<file path="src/rtl/gray_mem_arbiter.sv">
// Two-requester read arbiter for the 64x8 gray image memory.
// Round-robin with bounded burst lock; a tag pipe routes each returned byte to its requester.
module gray_mem_arbiter #(
  parameter int MAX_LOCK = 8,
  parameter int ADDR_W   = 6,
  parameter int DATA_W   = 8
) (
  input  logic              clk,
  input  logic              reset,
  input  logic              a_req,
  input  logic [ADDR_W-1:0] a_addr,
  input  logic              a_lock,
  output logic              a_gnt,
  output logic              a_rvalid,
  output logic [DATA_W-1:0] a_rdata,
  input  logic              b_req,
  input  logic [ADDR_W-1:0] b_addr,
  input  logic              b_lock,
  output logic              b_gnt,
  output logic              b_rvalid,
  output logic [DATA_W-1:0] b_rdata,
  output logic              gray_req,
  output logic [ADDR_W-1:0] gray_addr,
  input  logic [DATA_W-1:0] gray_data
);
  localparam logic [1:0] IDLE  = 2'd0;
  localparam logic [1:0] OWN_A = 2'd1;
  localparam logic [1:0] OWN_B = 2'd2;
  localparam logic [3:0] LOCK_MAX = 4'(MAX_LOCK);
  localparam int STAGES = 1;

  logic [1:0]      owner;
  logic            rr_ptr;     // 0: A wins next tie, 1: B wins next tie
  logic [3:0]      lock_cnt;
  logic [STAGES:0] vld_pipe;
  logic [STAGES:0] id_pipe;    // 0: A, 1: B
  logic            win_b, acc, cur_lock, same_owner;

  // A locked owner keeps the port unless it has used up its burst while the other side waits.
  always_comb begin
    win_b = 1'b0;
    if (owner == OWN_A && a_lock && a_req)
      win_b = b_req && (lock_cnt == LOCK_MAX);
    else if (owner == OWN_B && b_lock && b_req)
      win_b = !(a_req && (lock_cnt == LOCK_MAX));
    else if (a_req && b_req)
      win_b = rr_ptr;
    else
      win_b = b_req;
  end

  assign a_gnt      = reset && a_req && !win_b;
  assign b_gnt      = reset && b_req && win_b;
  assign acc        = a_gnt || b_gnt;
  assign cur_lock   = b_gnt ? b_lock : a_lock;
  assign same_owner = b_gnt ? (owner == OWN_B) : (owner == OWN_A);

  always_ff @(posedge clk or negedge reset) begin
    if (!reset) begin
      owner    <= IDLE;
      rr_ptr   <= 1'b0;
      lock_cnt <= '0;
    end else begin
      owner <= acc ? (b_gnt ? OWN_B : OWN_A) : IDLE;
      if (acc) rr_ptr <= !b_gnt;
      if (!acc || !cur_lock)      lock_cnt <= '0;
      else if (!same_owner)       lock_cnt <= 4'd1;
      else if (lock_cnt != LOCK_MAX) lock_cnt <= lock_cnt + 4'd1;
    end
  end

  always_ff @(posedge clk or negedge reset) begin
    if (!reset) begin
      gray_req  <= 1'b0;
      gray_addr <= '0;
      vld_pipe  <= '0;
      id_pipe   <= '0;
      a_rvalid  <= 1'b0;
      b_rvalid  <= 1'b0;
      a_rdata   <= '0;
      b_rdata   <= '0;
    end else begin
      gray_req <= acc;
      if (acc) gray_addr <= b_gnt ? b_addr : a_addr;
      vld_pipe <= {vld_pipe[STAGES-1:0], acc};
      id_pipe  <= {id_pipe[STAGES-1:0], b_gnt};
      // vld_pipe[STAGES] lines up with the cycle the memory drives gray_data.
      a_rvalid <= vld_pipe[STAGES] && !id_pipe[STAGES];
      b_rvalid <= vld_pipe[STAGES] &&  id_pipe[STAGES];
      if (vld_pipe[STAGES] && !id_pipe[STAGES]) a_rdata <= gray_data;
      if (vld_pipe[STAGES] &&  id_pipe[STAGES]) b_rdata <= gray_data;
    end
  end
endmodule

</file>
<file path="config.mk">
export PLATFORM = sky130hd
export DESIGN_NAME = gray_mem_arbiter
export DESIGN_NICKNAME = d
export VERILOG_FILES = /design/src/rtl/gray_mem_arbiter.sv
export SDC_FILE = /design/constraint.sdc
export NUM_CORES = 1
export LEC_CHECK = 0
export BUFFER_PORTS_ARGS = -buffer_cell sky130_fd_sc_hd__buf_4
export CAP_MARGIN = 25
export CORE_MARGIN = 2
export CORE_UTILIZATION = 40
export CTS_BUF_LIST = sky130_fd_sc_hd__clkbuf_4 sky130_fd_sc_hd__clkbuf_8
export CTS_CLUSTER_SIZE = 40
export DETAILED_ROUTE_END_ITERATION = 10
export PLACE_DENSITY = 0.67
export SLEW_MARGIN = 15
export SYNTH_ARGS = -nofsm -noshare
export SYNTH_HDL_FRONTEND = slang
export SYNTH_SLANG_ARGS = --single-unit
</file>
<file path="constraint.sdc">
create_clock -name clk -period 2.08 [get_ports clk]
set_input_delay 0.104 -clock clk [delete_from_list [all_inputs] [get_ports clk]]
set_output_delay 0.104 -clock clk [all_outputs]
set_load 0.03 [all_outputs]
</file>
==> impl_metrics.json <==
{
  "tightest_slew_ns": 0.458,
  "status": "completed",
  "dpl_cell_area_um2": 2210,
  "hp-class": "in -> reg",
  "cts_tree": "yes",
  "layout_common_cells": "63 x buf_4, 35 x dfrtp_1, 16 x mux2_2",
  "yosys_most_used_dff": "dfrtp_1",
  "clock_sinks": 35,
  "synth_edf_count": 0,
  "std_cell_rows": 24,
  "drtIter0Drc": 114,
  "fin_nets": 246,
  "final.setup.tns_ns": 0,
  "dp_hpwl_um": 2920,
  "finalWirelength_um": 4180,
  "timing.max_cap.violations": 0,
  "reg2regPathDepth": 8,
  "yosysSeqAreaShare_pct": 50.0,
  "ir_worst_vdd_mv": 0.389,
  "powerDensity_nw_per_um2": 1020,
  "die_h_um": 70.2,
  "pin_count": 53,
  "antenna_found_initial": 0,
  "drive_gt1_share_pct": 43.8,
  "fill_cells": 371,
  "reg2reg_slack_ns": 0.06,
  "fp.dieArea_um2": 4920,
  "hold_depth": 2,
  "die_w_um": 70.2,
  "finalMaxSlewViolations": 0,
  "vias": 1506,
  "antenna_cells": 0,
  "ant_nets": 0,
  "cts_buffer_depth": 2,
  "mostFrequentLayoutCell": "buf_4",
  "hold_viol": 0,
  "synthCells": 154,
  "grt_max_degree": 40,
  "cp_max_fo": 5,
  "critPathKind": "reg -> out",
  "crit_required_ns": 1.98,
  "yosysWarnings": 0,
  "yosys-top-cells-area": "dfrtp_1 50%, mux2_2 10%, a21oi_1 2.9%, a311o_1 2.9%, inv_1 2.8%",
  "grt_pass1_vias": 1520,
  "grt_pass1_wl_um": 7000,
  "power_uw": 2440,
  "fmax_mhz": 485,
  "synthDistinctLibCells": 37,
  "r2r-end": "gray_addr[1]$_DFFE_PN0P_",
  "areaGrowthSynthToFinish_pct": 36.7,
  "worst_setup_path_end_kind": "output pin",
  "hp-start": "b_addr[2]",
  "mappedNetlistArea_um2": 1750,
  "initial_utilization_pct": 40.8,
  "grt_remaining_overflow": 0,
  "final_area_um2": 2390,
  "synth_nets": 182,
  "skew_ns": 0.00962,
  "cts_buffers": 5,
  "setup_viol": 0,
  "period_share_pct": 99.2,
  "gp_congestion": 0.802,
  "route.detailed.drc": 0,
  "yosysTopAreaCell": "dfrtp_1",
  "ys_ff_latch": 35,
  "track_usage_pct": 17.9,
  "clk_latency_ns": 0.29,
  "port-buffer-count": 52,
  "avgRoutedWirePerCell_um": 15.4,
  "htree_levels": 2,
  "clkSlewWorstSetupHoldPaths_ns": 0.08,
  "critPathLaunchType": "register",
  "drt-vias-per-instance": 5.56,
  "hold_ws_ns": 0.0346,
  "rsz0062_at_grt": "true",
  "r2r_start": "lock_cnt[0]$_DFFE_PN0P_",
  "core_region_area_um2": 4290,
  "netlist.area_leader.share_pct": 50.0,
  "final_core_util_pct": 55.7,
  "avgSynthCellArea_um2": 11.4,
  "fin_crit_ns": 2.06,
  "p_leak_uw": 0.00112,
  "async_reset_ff_share_pct": 100,
  "hold_path_end": "gray_addr[2]$_DFFE_PN0P_",
  "slew_headroom_pct": 69.5,
  "crit_arrival_ns": 1.96,
  "drt_pass1_iterations": 4,
  "cts-root-buf": "clkbuf_8"
}
==> flip-flops by register name, indices dropped and copies added (netlist names) <==
signal and flops:
vld_pipe 2, b_rvalid 1, gray_addr 6, a_rvalid 1, lock_cnt 4, id_pipe 2
rr_ptr 1, owner 2, a_rdata 8, b_rdata 8
==> power by group <==
group	internal, µW	switching (µW)
sequential	830	90.4
clock	388	247
combinational	387	497
==> cell type report <==
type	instances	area (µm²)	area share, %
Clock buffer	6	82.6	3.45
Clock inverter	2	35.0	1.46
Inverter	13	48.8	2.04
Multi-Input combinational cell	97	781	32.6
Sequential cell	35	876	36.6
Tap cell	52	65.1	2.72
Timing Repair Buffer	66	505	21.1
==> through the flow <==
stage	std cells	setup WS [ns]
2_1_floorplan	154	-0.00140
3_3_place_gp	256	0.122
3_5_place_dp	256	0.0233
4_1_cts	271	-0.0186
5_1_grt	271	-0.0609
6_report	271	0.0167
==> routing by layer <==
| layer | vias up | track usage [%] | part of all wire, % |
|---|---|---|---|
| li1 | 700 | - | - |
| met1 | 718 | 21.1 | 40 |
| met2 | 82 | 30.3 | 50 |
| met3 | 6 | 6.49 | 8.8 |
| met4 | 0 | 6.20 | 1.5 |
| met5 | - | 0 | 0 |
==> worst max-delay path by stage <==
stage / endpoint / cells after the start / slack (ns) / startpoint
after floorplan: gray_addr[2]$_DFFE_PN0P_ / 7 / -0.001 / lock_cnt[0]$_DFFE_PN0P_
after global placement: gray_addr[3]$_DFFE_PN0P_ / 7 / 0.12 / lock_cnt[0]$_DFFE_PN0P_
after detailed placement: gray_addr[5]$_DFFE_PN0P_ / 7 / 0.02 / lock_cnt[0]$_DFFE_PN0P_
after CTS: b_gnt / 6 / -0.02 / lock_cnt[0]$_DFFE_PN0P_
after global routing: a_gnt / 8 / -0.06 / lock_cnt[1]$_DFFE_PN0P_
final: b_gnt / 6 / 0.02 / lock_cnt[0]$_DFFE_PN0P_
==> Yosys cell counts, types with 2 or more instances <==
library cell and count:
nand3_1 7, a211oi_1 2, nor2_1 2, a311o_1 5
clkbuf_1 5, a21oi_1 10, dfrtp_1 35, buf_2 2
ha_1 2, mux2_2 16, nand2b_1 3, mux2i_1 2
buf_6 2, inv_1 13, a31oi_1 6, nand2_1 6
and2_1 7, a32oi_1 5, and3_1 6
==> worst max-delay path: stages, from the launching register on <==
cell and delay [ns]:
dfrtp_1 0.36, inv_1 0.06, ha_2 0.17, and3b_2 0.24
a211o_4 0.36, a311oi_4 0.30, buf_6 0.19
==> cells by family (layout without fill, tap and decap cells) <==
| family | Yosys count | after routing | synth area share [%] |
|---|---|---|---|
| multiplexers | 18 | 18 | 11.4 |
| AO/OA/AOI/OAI | 40 | 40 | 18.8 |
| XOR/XNOR | 2 | 2 | 1.00 |
| AND/OR/NAND/NOR | 35 | 35 | 11.6 |
| flip-flops | 35 | 35 | 50.0 |
| adder cells (fa/ha/maj) | 2 | 2 | 1.43 |
| buffers and inverters | 22 | 87 | 5.72 |
==> what timing repair did <==
item | in CTS | in global routing
hold buffers | 1 | 0
endpoints found under the setup margin | 2 | 7
pin swaps | 2 | 1
gates resized for setup | 4 | 0
endpoints found under the hold margin | 35 | 0
setup buffers | 6 | 0
No activity file was read; power rests on OpenSTA's default activity.
